### src/rtl/letc_core_icache.sv
// letc_core_icache
//   Direct-mapped, read-only instruction cache sitting between the fetch stage
//   and the core's shared AXI request FSM (LIMP interface). Tag, valid and data
//   arrays are flop based. A miss fills the whole line, word 0 first, using
//   sequential single-word LIMP reads. i_flush (fence.i) invalidates all lines.
//
// Ports
//   i_clk, i_rst_n       clock, asynchronous active-low reset
//   i_req_valid/o_req_ready/i_req_addr   fetch request (34-bit paddr, [1:0] ignored)
//   o_rsp_valid/o_rsp_data               one-cycle response strobe + instruction word
//   i_flush                              invalidate every line
//   o_limp_*/i_limp_*                    single-word read requests to the AXI FSM
module letc_core_icache #(
  parameter int NUM_LINES      = 16,
  parameter int WORDS_PER_LINE = 4
) (
  input  logic        i_clk,
  input  logic        i_rst_n,
  input  logic        i_req_valid,
  output logic        o_req_ready,
  input  logic [33:0] i_req_addr,
  output logic        o_rsp_valid,
  output logic [31:0] o_rsp_data,
  input  logic        i_flush,
  output logic        o_limp_valid,
  input  logic        i_limp_ready,
  output logic        o_limp_wen_nren,
  output logic [1:0]  o_limp_size,
  output logic [33:0] o_limp_addr,
  output logic [31:0] o_limp_wdata,
  input  logic [31:0] i_limp_rdata
);

  localparam int IDX_W = $clog2(NUM_LINES);
  localparam int OFF_W = $clog2(WORDS_PER_LINE);
  localparam int TAG_W = 34 - 2 - OFF_W - IDX_W;

  localparam logic [1:0] SIZE_WORD = 2'b10;

  localparam logic [1:0] ST_IDLE    = 2'd0;
  localparam logic [1:0] ST_COMPARE = 2'd1;
  localparam logic [1:0] ST_FILL    = 2'd2;

  localparam logic [OFF_W-1:0] LAST_BEAT = OFF_W'(WORDS_PER_LINE - 1);

  logic [1:0]       r_state;
  logic [33:2]      r_req_addr;
  logic [OFF_W-1:0] r_beat;
  logic             r_fill_abort;
  logic [NUM_LINES-1:0] r_valid;
  logic [TAG_W-1:0] r_tag  [NUM_LINES];
  logic [31:0]      r_data [NUM_LINES][WORDS_PER_LINE];

  logic [TAG_W-1:0] w_req_tag;
  logic [IDX_W-1:0] w_req_idx;
  logic [OFF_W-1:0] w_req_off;
  logic             w_hit;
  logic             w_accept;
  logic             w_beat_done;
  logic             w_last_beat;
  logic             w_unused_addr_bits;

  assign w_req_tag = r_req_addr[33 -: TAG_W];
  assign w_req_idx = r_req_addr[2+OFF_W +: IDX_W];
  assign w_req_off = r_req_addr[2 +: OFF_W];

  // Byte offset of the fetch address is meaningless for word fetches.
  assign w_unused_addr_bits = ^i_req_addr[1:0];

  assign w_hit = (r_state == ST_COMPARE) && r_valid[w_req_idx] &&
                 (r_tag[w_req_idx] == w_req_tag);

  // A flush blocks acceptance so the next lookup cannot hit a line it is
  // about to invalidate.
  assign o_req_ready = !i_flush && ((r_state == ST_IDLE) || w_hit);
  assign w_accept    = i_req_valid && o_req_ready;

  assign w_beat_done = (r_state == ST_FILL) && i_limp_ready;
  assign w_last_beat = (r_beat == LAST_BEAT);

  assign o_rsp_valid = w_hit;
  assign o_rsp_data  = r_data[w_req_idx][w_req_off];

  assign o_limp_valid    = (r_state == ST_FILL);
  assign o_limp_addr     = (r_state == ST_FILL) ? {w_req_tag, w_req_idx, r_beat, 2'b00} : '0;
  assign o_limp_wen_nren = 1'b0;
  assign o_limp_size     = SIZE_WORD;
  assign o_limp_wdata    = '0;

  always_ff @(posedge i_clk or negedge i_rst_n) begin
    if (!i_rst_n) begin
      r_state      <= ST_IDLE;
      r_req_addr   <= '0;
      r_beat       <= '0;
      r_fill_abort <= 1'b0;
      r_valid      <= '0;
    end else begin
      if (w_accept) r_req_addr <= i_req_addr[33:2];

      case (r_state)
        ST_IDLE: begin
          if (w_accept) r_state <= ST_COMPARE;
        end
        ST_COMPARE: begin
          if (w_hit) begin
            if (!w_accept) r_state <= ST_IDLE;
          end else begin
            r_state      <= ST_FILL;
            r_beat       <= '0;
            r_fill_abort <= 1'b0;
            // A half-filled line must never hit.
            r_valid[w_req_idx] <= 1'b0;
          end
        end
        ST_FILL: begin
          // The AXI read cannot be cancelled, so a flush only marks the
          // fill as stale; the re-lookup in COMPARE then refills the line.
          if (i_flush) r_fill_abort <= 1'b1;
          if (i_limp_ready) begin
            r_beat <= r_beat + 1'b1;
            if (w_last_beat) begin
              r_state            <= ST_COMPARE;
              r_valid[w_req_idx] <= !r_fill_abort && !i_flush;
            end
          end
        end
        default: r_state <= ST_IDLE;
      endcase

      // Flush overrides any per-line valid update made this cycle.
      if (i_flush) r_valid <= '0;
    end
  end

  // Tag/data arrays carry no reset; the valid bits guard them.
  always_ff @(posedge i_clk) begin
    if (w_beat_done) begin
      r_data[w_req_idx][r_beat] <= i_limp_rdata;
      if (w_last_beat) r_tag[w_req_idx] <= w_req_tag;
    end
  end

endmodule

### config.mk
export PLATFORM = sky130hd
export DESIGN_NAME = letc_core_icache
export DESIGN_NICKNAME = d
export VERILOG_FILES = /design/src/rtl/letc_core_icache.sv
export SDC_FILE = /design/constraint.sdc
export NUM_CORES = 2
export LEC_CHECK = 0
export BUFFER_PORTS_ARGS = -buffer_cell sky130_fd_sc_hd__clkbuf_2
export CAP_MARGIN = 20
export CORE_ASPECT_RATIO = 1.5
export CORE_MARGIN = 4
export CORE_UTILIZATION = 45
export DETAILED_ROUTE_END_ITERATION = 16
export PLACE_DENSITY = 0.71
export SYNTH_ARGS = -nofsm -noshare
export SYNTH_HDL_FRONTEND = slang
export SYNTH_SLANG_ARGS = --single-unit
### constraint.sdc
create_clock -name i_clk -period 12.7 [get_ports i_clk]
set_input_delay 1.905 -clock i_clk [delete_from_list [all_inputs] [get_ports i_clk]]
set_output_delay 1.905 -clock i_clk [all_outputs]
set_load 0.01 [all_outputs]
==> Implementation_results.wiki <==
{| class="wikitable"
! Metric !! Value
|-
| Worst Hold Class || reg -> reg
|-
| Seq cells post-synth || 2,517
|-
| Part of the cycle the worst path needs || 65.6%
|-
| WL final || 220 mm
|-
| Worst-skew pair later-pin latency || 0.86 ns
|-
| Y dimension of the die || 577 microns
|-
| Netlist area before placement || 97,200 sq um
|-
| Required time at the endpoint of the critical path || 10.80 ns
|-
| Die area || 224,000 sq um
|-
| Met3 wire len || 17.6 mm
|-
| Data arrival time at the worst-slack endpoint || 6.43 ns
|-
| Adder-cell area share of the yosys netlist || 0.0515%
|-
| Post-synthesis cell count || 4,017
|-
| Root Buffer Master || sky130_fd_sc_hd__clkbuf_16
|-
| Post-synth EDFFs || 2,464
|-
| 1st-iter DRT viols || 5,500
|-
| Total GRT Usage || 19.6%
|-
| Amount of wire on met2 after detailed routing || 113 mm
|-
| Critical path fanouts, max || 49
|-
| Run status || finished, final reports clean
|-
| Post-synth ARST share || 2.11%
|-
| Antenna Violating Nets Remaining || 0
|-
| Via count || 43,926
|-
| Warnings from Yosys || 0
|-
| Max-cap check violation count || 0
|-
| Average via count per standard cell || 5.99
|-
| Starting Density || 45.3%
|-
| Floorplan core area || 214,000 sq um
|-
| Cts hold-fix bufs || 0
|-
| Width of the die || 388 microns
|-
| NetSw || 6.68 mW
|-
| Met1 layer wirelength in the final routing || 83.0 mm
|-
| Final #Nets || 4,379
|-
| Smallest hold slack || 0.499 ns
|-
| Power per cell area || 210 nW/um^2
|-
| Net Sw Frac || 29.1%
|-
| Final count of hold timing violations || 0
|-
| Number of antenna violations at the first check in global routing || 15
|-
| Portion of the post-synthesis area used by sequential elements || 77.5%
|-
| Number of input and output port buffers inserted || 135
|-
| Maximum number of pins on one net before global-route repair || 140
|-
| Remaining global-route overflow || 0
|-
| Pin slew with the least headroom to its limit || 1.11 ns
|-
| Residual DRC || 0
|-
| Portion of total power attributed to sequential cells || 43.0%
|-
| Initial DRT Pass Iterations || 7
|-
| Critical Path Source Type || flip-flop
|-
| Count of buffers added by post-CTS timing repair for setup || 0
|-
| RSZ-0062 raised after global routing || false
|-
| Highest clock frequency the design can meet || 0.120 GHz
|-
| Fraction of power consumed by combinational cells || 28.1%
|-
| Type of the worst setup path || reg -> out
|-
| Number of buffers created by CTS || 220
|-
| Wire length of the first global-routing pass || 320 mm
|-
| DPL Wire Length || 116 mm
|-
| Leakage Power || 34.1 nW
|-
| Area Growth Syn to Fin || 12.6%
|-
| Mean routed wirelength per cell || 30.0 microns
|-
| GP Congestion || 0.776
|-
| Top-level I/O count || 175
|-
| Minimum clock period || 8.33 ns
|-
| Worst-path clk slew || 0.06 ns
|-
| Count of cells resized by post-cts repair || 0
|-
| Maximum vdd ir drop || 0.000223 V
|-
| Share of synthesized area spent on multiplexers || 18.9%
|-
| Layout cell share with drive strength beyond 1 || 31.8%
|-
| Uppermost metal layer occupied by signal nets || met5
|-
| Number of rows in the core area || 208
|-
| Main combinational cell family by area after synthesis || multiplexers
|-
| Complex-gate fraction of the synthesized area || 0.802%
|-
| Setup-violating endpoint count in the final report || 0
|-
| Relative max-transition margin || 25.9%
|-
| H-tree Lvls || 4
|-
| Internal || 16.3 mW
|-
| Max-slew violation count || 0
|-
| Synth Area in Simple Gates || 0.970%
|-
| Largest clock skew in the final design || 0.0703 ns
|-
| Final TNS setup || 0 ns
|-
| Count of distinct cell types in the synthesized netlist || 58
|-
| Clock net sink count || 2,517
|-
| Endpoint kind of the worst setup timing path || primary output
|-
| Clock power frac || 29.0%
|-
| Primary FF master, synth || sky130_fd_sc_hd__edfxtp_1
|-
| Fraction of synthesized cell area in xor and xnor cells || 0.369%
|-
| Max clock buf depth || 3
|-
| Post-Syn Area per Cell || 24.2 sq um
|-
| Setup slack of the worst register-to-register path || 7.08 ns
|-
| CTS tree || done
|-
| Vias in the first global route || 45,498
|}
==> cell families (layout without fill, tap and decap cells) <==
logic type / after synthesis / count (layout)
other cells: 2 / 43
buf+inv: 261 / 706
flops: 2517 / 2517
simple gates: 194 / 194
fa+ha+maj: 4 / 4
xor+xnor: 41 / 41
compound gates: 110 / 110
mux: 888 / 888
==> power groups by stage <==
stage                     sequential (mW)  combinational, mW  clock (mW)
final                                9.87               6.45        6.66
after global routing                 9.91               6.84        7.13
after CTS                            9.88               6.52        6.76
after detailed placement             10.1               6.49           0
after global placement               10.0               6.43           0
after floorplan                      9.82               4.63           0
==> worst max-delay path: stages (launching register included) <==
cell and delay (ns):
sky130_fd_sc_hd__dfrtp_4 1.00, sky130_fd_sc_hd__buf_4 0.82, sky130_fd_sc_hd__buf_4 0.87, sky130_fd_sc_hd__buf_4 0.86, sky130_fd_sc_hd__mux4_2 0.61, sky130_fd_sc_hd__mux4_2 0.52, sky130_fd_sc_hd__mux4_2 0.47, sky130_fd_sc_hd__clkbuf_2 0.25
==> through the flow <==
step	worst slack (ns)	cell area [sq um]	total power, mW	util (%)	std cells
after global routing	3.75	109000	23.9	51.0	7333
after floorplan	7.18	97400	14.5	-	4052
after CTS	4.08	109000	23.2	50.8	7302
final	4.37	109000	23.0	51.1	7338
after detailed placement	5.02	102000	16.5	47.4	6887
after global placement	5.03	102000	16.5	47.4	6886
==> final cells by class <==
| cell class | count | area, sq um |
|---|---|---|
| well taps | 2835 | 3550 |
| clock inverters | 147 | 1460 |
| flip-flops and latches | 2517 | 75300 |
| repair buffers | 277 | 2180 |
| clock buffers | 268 | 5760 |
| inverters | 14 | 60.1 |
| multi-input cells | 1274 | 21100 |
| fillers | 16322 | 105000 |
| diodes | 6 | 15.0 |
==> cells in the final DEF, fill, tap and decap left out, types with 10 or more instances in the layout <==
cell type and count:
sky130_fd_sc_hd__a21oi_1 10, sky130_fd_sc_hd__a22oi_1 18, sky130_fd_sc_hd__and2_1 34, sky130_fd_sc_hd__buf_12 27, sky130_fd_sc_hd__buf_4 109, sky130_fd_sc_hd__bufinv_16 23
sky130_fd_sc_hd__clkbuf_1 42, sky130_fd_sc_hd__clkbuf_16 221, sky130_fd_sc_hd__clkbuf_2 134, sky130_fd_sc_hd__clkinv_1 59, sky130_fd_sc_hd__clkinv_2 44, sky130_fd_sc_hd__conb_1 37
sky130_fd_sc_hd__dfrtp_1 47, sky130_fd_sc_hd__edfxtp_1 2464, sky130_fd_sc_hd__inv_1 13, sky130_fd_sc_hd__mux2_1 30, sky130_fd_sc_hd__mux2i_1 98, sky130_fd_sc_hd__mux4_2 752
sky130_fd_sc_hd__nand2_1 28, sky130_fd_sc_hd__nor2_1 18, sky130_fd_sc_hd__nor2_4 64, sky130_fd_sc_hd__o21ai_0 26, sky130_fd_sc_hd__o311ai_0 16, sky130_fd_sc_hd__xnor2_1 21
sky130_fd_sc_hd__xor2_1 20
==> per-layer routing <==
layer,global-route usage [%],vias to the layer above
li1,-,17800
met1,26.3,23661
met5,0,-
met3,3.24,389
met2,33.4,2066
met4,5.46,10
==> synthesized netlist by cell type (all sizes together), types with 3 or more instances <==
cell type	n	share of area, %
a31oi	3	0.019
edfxtp	2464	76
a22oi	18	0.14
clkbuf	102	0.39
nor3	3	0.015
mux2i	98	1.0
buf	145	1.0
o211ai	3	0.023
nand2	28	0.11
and3	6	0.039
xor2	20	0.18
nor2b	8	0.051
nand3	10	0.051
a21oi	10	0.051
mux2	38	0.44
o22ai	3	0.019
o21ai	28	0.15
inv	14	0.054
dfrtp	53	1.4
mux4	752	17
nor4	6	0.039
nor2	83	0.32
a221oi	5	0.045
o311ai	16	0.14
and2	35	0.23
xnor2	21	0.19
a22o	8	0.072
ha	4	0.051
nand4	5	0.032
==> worst paths after layout <==
kind                       cells past startpoint                       start                          to
setup / recovery                               7   r_req_addr[4]$_DFFE_PN0P_               o_rsp_data[2]
hold / removal                                 1  r_req_addr[29]$_DFFE_PN0P_  r_req_addr[29]$_DFFE_PN0P_
setup reg to reg                              12   r_req_addr[4]$_DFFE_PN0P_  r_req_addr[26]$_DFFE_PN0P_
hold reg to reg                                1  r_req_addr[29]$_DFFE_PN0P_  r_req_addr[29]$_DFFE_PN0P_
max in group asynchronous                      2                     i_rst_n   r_req_addr[4]$_DFFE_PN0P_
min in group asynchronous                      2                     i_rst_n  r_req_addr[25]$_DFFE_PN0P_
==> flip-flops by register name (all words and copies together) (netlist names) <==
name	count
r_fill_abort	1
r_valid	16
r_beat	2
r_state	2
r_data	2048
r_tag	416
r_req_addr	32
No activity file was read; power rests on OpenSTA's default activity.
